### src/rtl/block_check_sched.sv
`default_nettype none
// ============================================================================
// block_check_sched
//   Grants one whole message at a time to the shared BlockChecker, clears it,
//   streams the bytes gap-free and reports a tagged per-message verdict.
//   Option macro: BLK_SCHED_RR_EN (round-robin; fixed priority when undefined).
//   Revision: 1.0
// ============================================================================
module block_check_sched #(
    parameter int MAX_LEN = 255,
    parameter int LEN_W   = 8
) (
    input  logic             clk,
    input  logic             reset,
    input  logic             req0_valid,
    input  logic [7:0]       req0_data,
    input  logic             req0_last,
    output logic             req0_ready,
    input  logic             req1_valid,
    input  logic [7:0]       req1_data,
    input  logic             req1_last,
    output logic             req1_ready,
    output logic             chk_clr,
    output logic [7:0]       chk_in,
    input  logic             chk_result,
    output logic             grant,
    output logic             busy,
    output logic             done,
    output logic             done_id,
    output logic             done_ok,
    output logic             done_err,
    output logic [LEN_W-1:0] done_len
);

    localparam logic [LEN_W-1:0] c_MAX_LEN = LEN_W'(MAX_LEN);
    localparam logic [7:0]       c_SPACE   = 8'h20;

    typedef enum logic [1:0] {
        S_IDLE   = 2'd0,
        S_CLEAR  = 2'd1,
        S_STREAM = 2'd2,
        S_EVAL   = 2'd3
    } state_t;

    state_t           r_state;
    logic             r_grant;
    logic [LEN_W-1:0] r_len;
    logic             r_err;
    logic             r_done;
    logic             r_done_id;
    logic             r_done_ok;
    logic             r_done_err;
    logic [LEN_W-1:0] r_done_len;

    logic             w_stream;
    logic             w_own_valid;
    logic [7:0]       w_own_data;
    logic             w_own_last;
    logic             w_pick;
    logic [LEN_W-1:0] w_len_inc;

    assign w_stream    = (r_state == S_STREAM);
    assign w_own_valid = r_grant ? req1_valid : req0_valid;
    assign w_own_data  = r_grant ? req1_data  : req0_data;
    assign w_own_last  = r_grant ? req1_last  : req0_last;
    assign w_len_inc   = r_len + LEN_W'(1);

`ifdef BLK_SCHED_RR_EN
    // On contention the requester that did not own the previous message wins.
    assign w_pick = (req0_valid && req1_valid) ? ~r_grant : req1_valid;
`else
    assign w_pick = ~req0_valid;
`endif

    always_ff @(posedge clk or negedge reset) begin
        if (!reset) begin
            r_state    <= S_IDLE;
            r_grant    <= 1'b1;
            r_len      <= '0;
            r_err      <= 1'b0;
            r_done     <= 1'b0;
            r_done_id  <= 1'b0;
            r_done_ok  <= 1'b0;
            r_done_err <= 1'b0;
            r_done_len <= '0;
        end else begin
            r_done <= 1'b0;
            case (r_state)
                S_IDLE: begin
                    if (req0_valid || req1_valid) begin
                        r_grant <= w_pick;
                        r_state <= S_CLEAR;
                    end
                end
                S_CLEAR: begin
                    r_len   <= '0;
                    r_err   <= 1'b0;
                    r_state <= S_STREAM;
                end
                S_STREAM: begin
                    // The checker cannot stall, so a missing byte aborts the message.
                    if (!w_own_valid) begin
                        r_err   <= 1'b1;
                        r_state <= S_EVAL;
                    end else begin
                        r_len <= w_len_inc;
                        if (w_own_last) begin
                            r_err   <= 1'b0;
                            r_state <= S_EVAL;
                        end else if (w_len_inc == c_MAX_LEN) begin
                            r_err   <= 1'b1;
                            r_state <= S_EVAL;
                        end
                    end
                end
                S_EVAL: begin
                    r_done     <= 1'b1;
                    r_done_id  <= r_grant;
                    r_done_ok  <= chk_result & ~r_err;
                    r_done_err <= r_err;
                    r_done_len <= r_len;
                    r_state    <= S_IDLE;
                end
                default: r_state <= S_IDLE;
            endcase
        end
    end

    assign req0_ready = w_stream && !r_grant;
    assign req1_ready = w_stream &&  r_grant;
    assign chk_clr    = (r_state == S_CLEAR);
    assign chk_in     = (w_stream && w_own_valid) ? w_own_data : c_SPACE;
    assign grant      = r_grant;
    assign busy       = (r_state != S_IDLE);
    assign done       = r_done;
    assign done_id    = r_done_id;
    assign done_ok    = r_done_ok;
    assign done_err   = r_done_err;
    assign done_len   = r_done_len;

endmodule
`default_nettype wire

### config.mk
export PLATFORM = sky130hd
export DESIGN_NAME = block_check_sched
export DESIGN_NICKNAME = d
export VERILOG_FILES = /design/src/rtl/block_check_sched.sv
export SDC_FILE = /design/constraint.sdc
export NUM_CORES = 1
export LEC_CHECK = 0
export BUFFER_PORTS_ARGS = -buffer_cell sky130_fd_sc_hd__buf_4
export CORE_ASPECT_RATIO = 1.25
export CORE_MARGIN = 2
export CORE_UTILIZATION = 45
export DETAILED_ROUTE_END_ITERATION = 10
export PLACE_DENSITY = 0.8
export SETUP_SLACK_MARGIN = 0.02
export SYNTH_ARGS = -nofsm -noshare
export SYNTH_HDL_FRONTEND = slang
export SYNTH_SLANG_ARGS = --single-unit
### constraint.sdc
create_clock -name clk -period 3.1 [get_ports clk]
set_clock_uncertainty 0.1 [all_clocks]
set_input_delay 0.31 -clock clk [delete_from_list [all_inputs] [get_ports clk]]
set_output_delay 0.31 -clock clk [all_outputs]
set_load 0.005 [all_outputs]
==> summary.md, run 1 <==
| Metric | Value |
|---|---|
| Max VDD drop | approximately 550 µV |
| Worst slew pin tran | 558 ps |
| DR DRC count | 0 |
| CP required | between 2000 and 3000 ps |
| Gr usage total | 0.214 |
| Top Ports | between 40 and 50 |
| DIE AREA | 3730 µm² |
| Final setup violation count | 0 |
| Routing usage on met1 | 0.256 |
| Synth Area in Simple Gates | 0.181 |
| Number of synthesized flops with an enable pin | 0 |
| Port-buffer cells | 47 |
| TNS Setup | 0 ps |
| Placed wire-length estimate | 2.58 mm |
| Final worst-path cycle share | 0.766 |
| Mux share of post-synthesis cell area | 0.161 |
| Nets@finish | 214 |
| TritonCTS clock tree | yes |
| Comb pwr share | 0.480 |
| Seq/Total Area, Yosys | 0.411 |
| Initial DRC count | 52 |
| Compound-Gate Fraction of Synth Area | 0.139 |
| #FFs+latches synth | 24 |
| Worst path slowest cell | dfstp_2 |
| Final Hold Fails | 0 |
| Layout cells sized above 1 | 0.408 |
| First-pass GRT wire length | 5.66 mm |
| Max cap viols | 0 |
| Die Height | 67.8 µm |
| CP cell instances | mux2_2, nand2_2, nor2_1, buf_4 |
| NetSw | 0.523 mW |
| Status | complete, no violations |
| Top Usage Layer GRT | met2 |
| CP endpoint kind | primary output |
| Via density | ~5.7 |
| Yosys warns | 0 |
| Core ar. | 3170 µm² |
| Final WS setup | 725 ps |
| Critical Path Start Type | register |
| DP Area | 1820 µm² |
| Largest net degree at the start of global routing | 25 |
| Critical Path AT | 1970 ps |
| Postcts setup bufs | 0 |
| Via count | around 1300 |
| Worst-Skew Late Latency | approximately 270 ps |
| Worst slew margin | 0.628 |
| DP Worst Slack | 908 ps |
| Initial DRT Pass Iterations | 4 |
| Placer Congestion | 0.863 |
| CP top delay family | flip-flops |
| Crit path time final | 2380 ps |
| Sw Ratio | 0.385 |
| Area Growth Syn to Fin | 27.9% |
| Mapped Nets | 169 |
| Wirelength per Cell | between 15 and 20 µm |
| PD cells | around 720 nW/µm² |
| CTS sink cnt | 24 |
| Filler cell count | approximately 270 |
| Mapped cell area | 1470 µm² |
| XOR/XNOR Fraction of Synth Area | 0.00598 |
| Post-synth ARST share | 1.00 |
| Most used DFF post-synth | dfrtp_1 |
| Crit path buffers/inverters | 1 |
| H-tree depth | 1 |
| Final cell area excluding filler cells | 1870 µm² |
| DIE WIDTH | 55.0 µm |
| Routed wire length | 3.50 mm |
| Clock slew at reported path FFs | 80 ps |
| Clk Tree Root Cell | clkbuf_8 |
| Max Transition Viols Final | 0 |
| RSZ-0062 raised after global routing | no |
| GR Util met2 | 0.360 |
| Clock Power Share | 0.143 |
| Global route overflow | 0 |
| Kind of critical path | reg2out |
| Sequential share of power | 0.377 |
| Site row count | 23 |
| Final ANT Viol Nets | 0 |
| Hold Path Class | in2reg |
| Mapped Cells | 140 |
| Vias in the first global route | ~1200 |
| Main combinational cell family by area after synthesis | simple AND/OR/NAND/NOR gates |
| Post-Synth Adder-Cell Area | 0.0512 |
| Clock Path Buffers | 2 |
| Max Freq | roughly 420 MHz |
| Yosys cell types | 41 |
| Crit-path max FO | 18 |
| Initial antenna violation count | 0 |
| Syn Area/Cell | 10.5 µm² |
| M3 GR Usage | 0.0310 |
| Hold_ws | approximately 110 ps |
| Slowest stage delay, CP | 760 ps |
| Cts bufs inserted | 3 |
| ANT cells | 0 |
| Pint | 0.834 mW |
| Initial Util | 0.463 |
| P_leak | 0.925 nW |
power by group through the flow:
stage	Clock, mW	Sequential, mW	Combinational (mW)
floorplan	0	0.457	0.452
global placement	0	0.507	0.629
detailed placement	0	0.515	0.653
global route	0.205	0.526	0.717
CTS	0.194	0.510	0.658
finish	0.194	0.511	0.651
synthesized netlist by cell type, types with 2 or more instances:
library cell / instances / area, µm²
dfrtp_1: 23 / 576
nor2_1: 12 / 45.0
o21ai_0: 12 / 60.1
mux2_2: 11 / 124
mux2i_1: 10 / 100
inv_1: 8 / 30.0
a21oi_1: 7 / 35.0
ha_1: 6 / 75.1
nand2_1: 6 / 22.5
nand3_1: 4 / 20.0
buf_2: 3 / 15.0
buf_4: 3 / 22.5
nand3b_1: 3 / 22.5
and2_4: 2 / 17.5
nand2b_1: 2 / 12.5
nand4_1: 2 / 12.5
o22ai_1: 2 / 12.5
routing by layer:
| metal | vias to the layer above | share of wire |
|---|---|---|
| met5 | - | 0 |
| met4 | 0 | 0.031 |
| met3 | 9 | 0.061 |
| met2 | 72 | 0.53 |
| met1 | 588 | 0.38 |
| li1 | 591 | - |
layout make-up:
cell class / instances / area (µm²) / share of cell area
clock buffers: 4 / 45.0 / 0.0240
well taps: 37 / 46.3 / 0.0247
multi-input cells: 100 / 788 / 0.421
flip-flops and latches: 24 / 602 / 0.321
inverters: 8 / 30.0 / 0.0160
repair buffers: 48 / 363 / 0.194
flip-flops by register name, summed over array words and instances, names as in the netlist:
register and flops:
done_len 8, done_ok 1, done_id 1, done_err 1, grant 1, r_err 1, r_len 8, done 1
r_state 2
repair_timing:
action,CTS,global route
hold buffers,1,0
resized for setup,0,0
endpoints found under the hold margin,23,0
kinds of logic after synthesis:
logic type      after synthesis
simple gates                 41
compound gates               30
flops                        24
mux                          22
buf+inv                      16
fa+ha+maj                     6
xor+xnor                      1
path summary, 6_finish.rpt:
check,cells past startpoint,startpoint,to,slack (ps)
max in group asynchronous,2,reset,grant$_DFFE_PN1P_,2230
min in group asynchronous,2,reset,r_len[2]$_DFFE_PN0P_,390
worst max-delay path,4,grant$_DFFE_PN1P_,chk_in[7],720
worst min register to register,1,done_len[1]$_DFFE_PN0P_,done_len[1]$_DFFE_PN0P_,410
worst min-delay path,2,req0_valid,grant$_DFFE_PN1P_,110
worst max register to register,7,r_state[0]$_DFFE_PN0P_,r_err$_DFFE_PN0P_,860
cell usage in the layout (no fill, tap or decap), types with 2 or more instances in the layout:
cell type  synthesis  routed
o22ai_1            2       2
buf_4              3      47
dfrtp_1           23      23
nand2_1            6       6
nor2_1            12      12
ha_1               6       6
and2_4             2       2
mux2_2            11      11
nand2b_1           2       2
nand3_1            4       4
o21ai_0           12      12
mux2i_1           10      10
nand4_1            2       2
a21oi_1            7       7
inv_1              8       8
nand3b_1           3       3
clkbuf_8           0       3
metrics by stage:
step / power (mW) / utilization / cells
floorplan: 0.909 / - / 140
global placement: 1.14 / 0.575 / 216
detailed placement: 1.17 / 0.575 / 216
CTS: 1.36 / 0.592 / 221
global route: 1.45 / 0.592 / 221
finish: 1.36 / 0.592 / 221
No activity file was read; power rests on OpenSTA's default activity.
==> inputs of run 2 (changes only) <==
Settings changed: PLACE_DENSITY 0.8 to 0.83.
Clock period 3.1 ns to 1.9 ns, I/O delays scaled along.
==> run 2 against run 1 <==
The run now ends with negative setup slack left. Via count rose by 8.4%. Cell count rose by 6.3%. Non-clock buffer count rose by 14. Total power rose by 110%. Global-route usage rose by 5.0 points. Register-to-register slack got worse by 890 ps. Worst hold slack got worse by 42 ps. Worst setup slack got worse by 760 ps.
==> summary.md, run 2 (synthesized netlist as in run 1, its figures left out) <==
| Metric | Value |
|---|---|
| Via count | 1366 (was 1260) |
| Worst-Skew Late Latency | 270 ps (about the same) |
| DIE WIDTH | 55.0 µm (unchanged) |
| CP required | 1960 ps (was 2690 ps) |
| Initial DRC count | 31 (was 52) |
| Final Hold Fails | 0 (unchanged) |
| Wirelength per Cell | 19.9 µm (was 15.8 µm) |
| PD cells | 1270 nW/µm² (was 724 nW/µm²) |
| Final cell area excluding filler cells | 2230 µm² (was 1870 µm²) |
| DP Area | 1920 µm² (was 1820 µm²) |
| Gr usage total | 0.264 (was 0.214) |
| Port-buffer cells | 47 (unchanged) |
| Clk Tree Root Cell | clkbuf_8 (unchanged) |
| Status | complete, but fails checks (was complete, no violations) |
| Initial Util | 0.463 (unchanged) |
| Die Height | 67.8 µm (unchanged) |
| Max VDD drop | 1050 µV (was 546 µV) |
| Placed wire-length estimate | 2.95 mm (was 2.58 mm) |
| Final setup violation count | 8 (was 0) |
| Critical Path Start Type | register (unchanged) |
| Final worst-path cycle share | 1.02 |
| First-pass GRT wire length | 6.87 mm (was 5.66 mm) |
| Top Ports | 48 (unchanged) |
| Layout cells sized above 1 | 0.591 (was 0.408) |
| Final WS setup | -30.5 ps (was 725 ps) |
| Initial DRT Pass Iterations | 4 (unchanged) |
| Worst slew margin | 0.586 (was 0.628) |
| Kind of critical path | reg2reg (was reg2out) |
| Hold Path Class | in2reg (unchanged) |
| Initial antenna violation count | 0 (unchanged) |
| CTS sink cnt | 24 (unchanged) |
| Vias in the first global route | 1411 (was 1233) |
| Via density | 5.81 (was 5.70) |
| Site row count | 23 (unchanged) |
| Final ANT Viol Nets | 0 (unchanged) |
| Global route overflow | 0 (unchanged) |
| DP Worst Slack | -11.8 ps (was 908 ps) |
| Failing checks | negative setup slack |
| RSZ-0062 raised after global routing | yes (was no) |
| Routed wire length | 4.67 mm (was 3.50 mm) |
| Cts bufs inserted | 3 (unchanged) |
| Met3 wire length | 196 µm (was 215 µm) |
| Largest net degree at the start of global routing | 25 (unchanged) |
| P_leak | 1.04 nW (was 0.925 nW) |
| TritonCTS clock tree | yes (unchanged) |
| Crit path time final | a little under 2000 ps |
| DR DRC count | 0 (unchanged) |
| Clock slew at reported path FFs | 90 ps (was 80 ps) |
| Most frequent cells in the layout | 49 x buf_4, 20 x dfrtp_1, 12 x o21ai_0, 10 x mux2_2, 9 x buf_6 (was 47 x buf_4, 23 x dfrtp_1, 12 x nor2_1, 12 x o21ai_0, 11 x mux2_2) |
| Crit-path max FO | 6 (was 18) |
| Max cap viols | 0 (unchanged) |
| Placer Congestion | 0.826 (was 0.863) |
| Highest Signal Layer | met4 (unchanged) |
| Worst slew pin tran | 621 ps (was 558 ps) |
| H-tree depth | 1 (unchanged) |
| ANT cells | 0 (unchanged) |
| CP endpoint kind | register (was primary output) |
| Core ar. | 3170 µm² (unchanged) |
| Max Transition Viols Final | 0 (unchanged) |
| Area Growth Syn to Fin | 52.0% (was 27.9%) |
| Most common cell after layout, fill and taps aside | buf_4 (unchanged) |
| DIE AREA | 3730 µm² (unchanged) |
| Critical Path AT | 1990 ps (was 1970 ps) |
| Hold_ws | 70.4 ps (was 112 ps) |
| Nets@finish | 228 (was 214) |
| Clock Path Buffers | 2 (unchanged) |
| Met2 WL | 2.70 mm (was 1.84 mm) |
| Wl on met1 | 1.56 mm (was 1.33 mm) |
| Max Freq | 518 MHz |
==> run 2: cell count changes in the layout (fill, tap and decap cells not counted), moves of 2 or more <==
cell     before  now
buf_6         0    9
nor2_1       12    4
nor2_4        0    8
mux2i_1      10    4
mux2i_2       0    5
dfrtp_1      23   20
dfrtp_2       0    3
ha_1          6    3
buf_4        47   49
ha_4          0    2
mux2_4        0    2
o22ai_1       2    0
o22ai_2       0    2
==> run 2: layout make-up <==
type | count | area (µm²)
tap | 37 | 46.3
multi-input combinational | 100 | 966
clock buffer | 4 | 55.1
fill | 208 | 938
inverter | 8 | 30.0
sequential | 24 | 606
timing repair buffer | 62 | 524
==> run 2: report_power, final <==
part	switching, mW	leakage (nW)	internal [mW]
logic	0.845	0.696	0.856
clock network	0.166	0.0288	0.185
registers	0.116	0.312	0.653
==> run 2: worst max-delay path, stage by stage, from the launching register on <==
cell and delay (ps):
dfrtp_1 390, buf_4 170, and4_4 260, mux2i_2 240, o22ai_2 130, a211oi_2 210, mux2_4 330
==> run 2: final timing paths <==
check / cells past startpoint / slack [ps] / start / endpoint
setup reg to reg: 6 / -30 / r_len[1]$_DFFE_PN0P_ / r_err$_DFFE_PN0P_
max in group asynchronous: 2 / 1160 / reset / grant$_DFFE_PN1P_
setup / recovery: 6 / -30 / r_len[1]$_DFFE_PN0P_ / r_err$_DFFE_PN0P_
min in group asynchronous: 2 / 250 / reset / done_len[4]$_DFFE_PN0P_
hold reg to reg: 1 / 420 / done_len[6]$_DFFE_PN0P_ / done_len[6]$_DFFE_PN0P_
hold / removal: 3 / 70 / chk_result / done_ok$_DFFE_PN0P_
==> run 2: stage by stage <==
stage	utilization	setup TNS (ps)	std cells	power, mW
after floorplan	-	0	140	1.53
after global placement	0.606	0	226	2.01
after detailed placement	0.606	-11.8	226	2.06
after CTS	0.659	-2.05	235	2.55
after global routing	0.704	-407	235	2.97
final	0.704	-86.3	235	2.82
==> run 2: metal layers <==
metal,track usage,vias to the layer above
met2,0.504,73
met3,0.0265,23
met1,0.268,656
met4,0.140,0
met5,0,-
li1,-,614
==> run 2: repair_timing <==
| item | in CTS | in global routing |
|---|---|---|
| endpoints found under the hold margin | 25 | 0 |
| setup buffers | 3 | 0 |
| pin swaps | 7 | 8 |
| hold buffers | 2 | 0 |
| gates resized for setup | 16 | 35 |
| cloned | 0 | 0 |
| setup endpoints to repair | 9 | 12 |
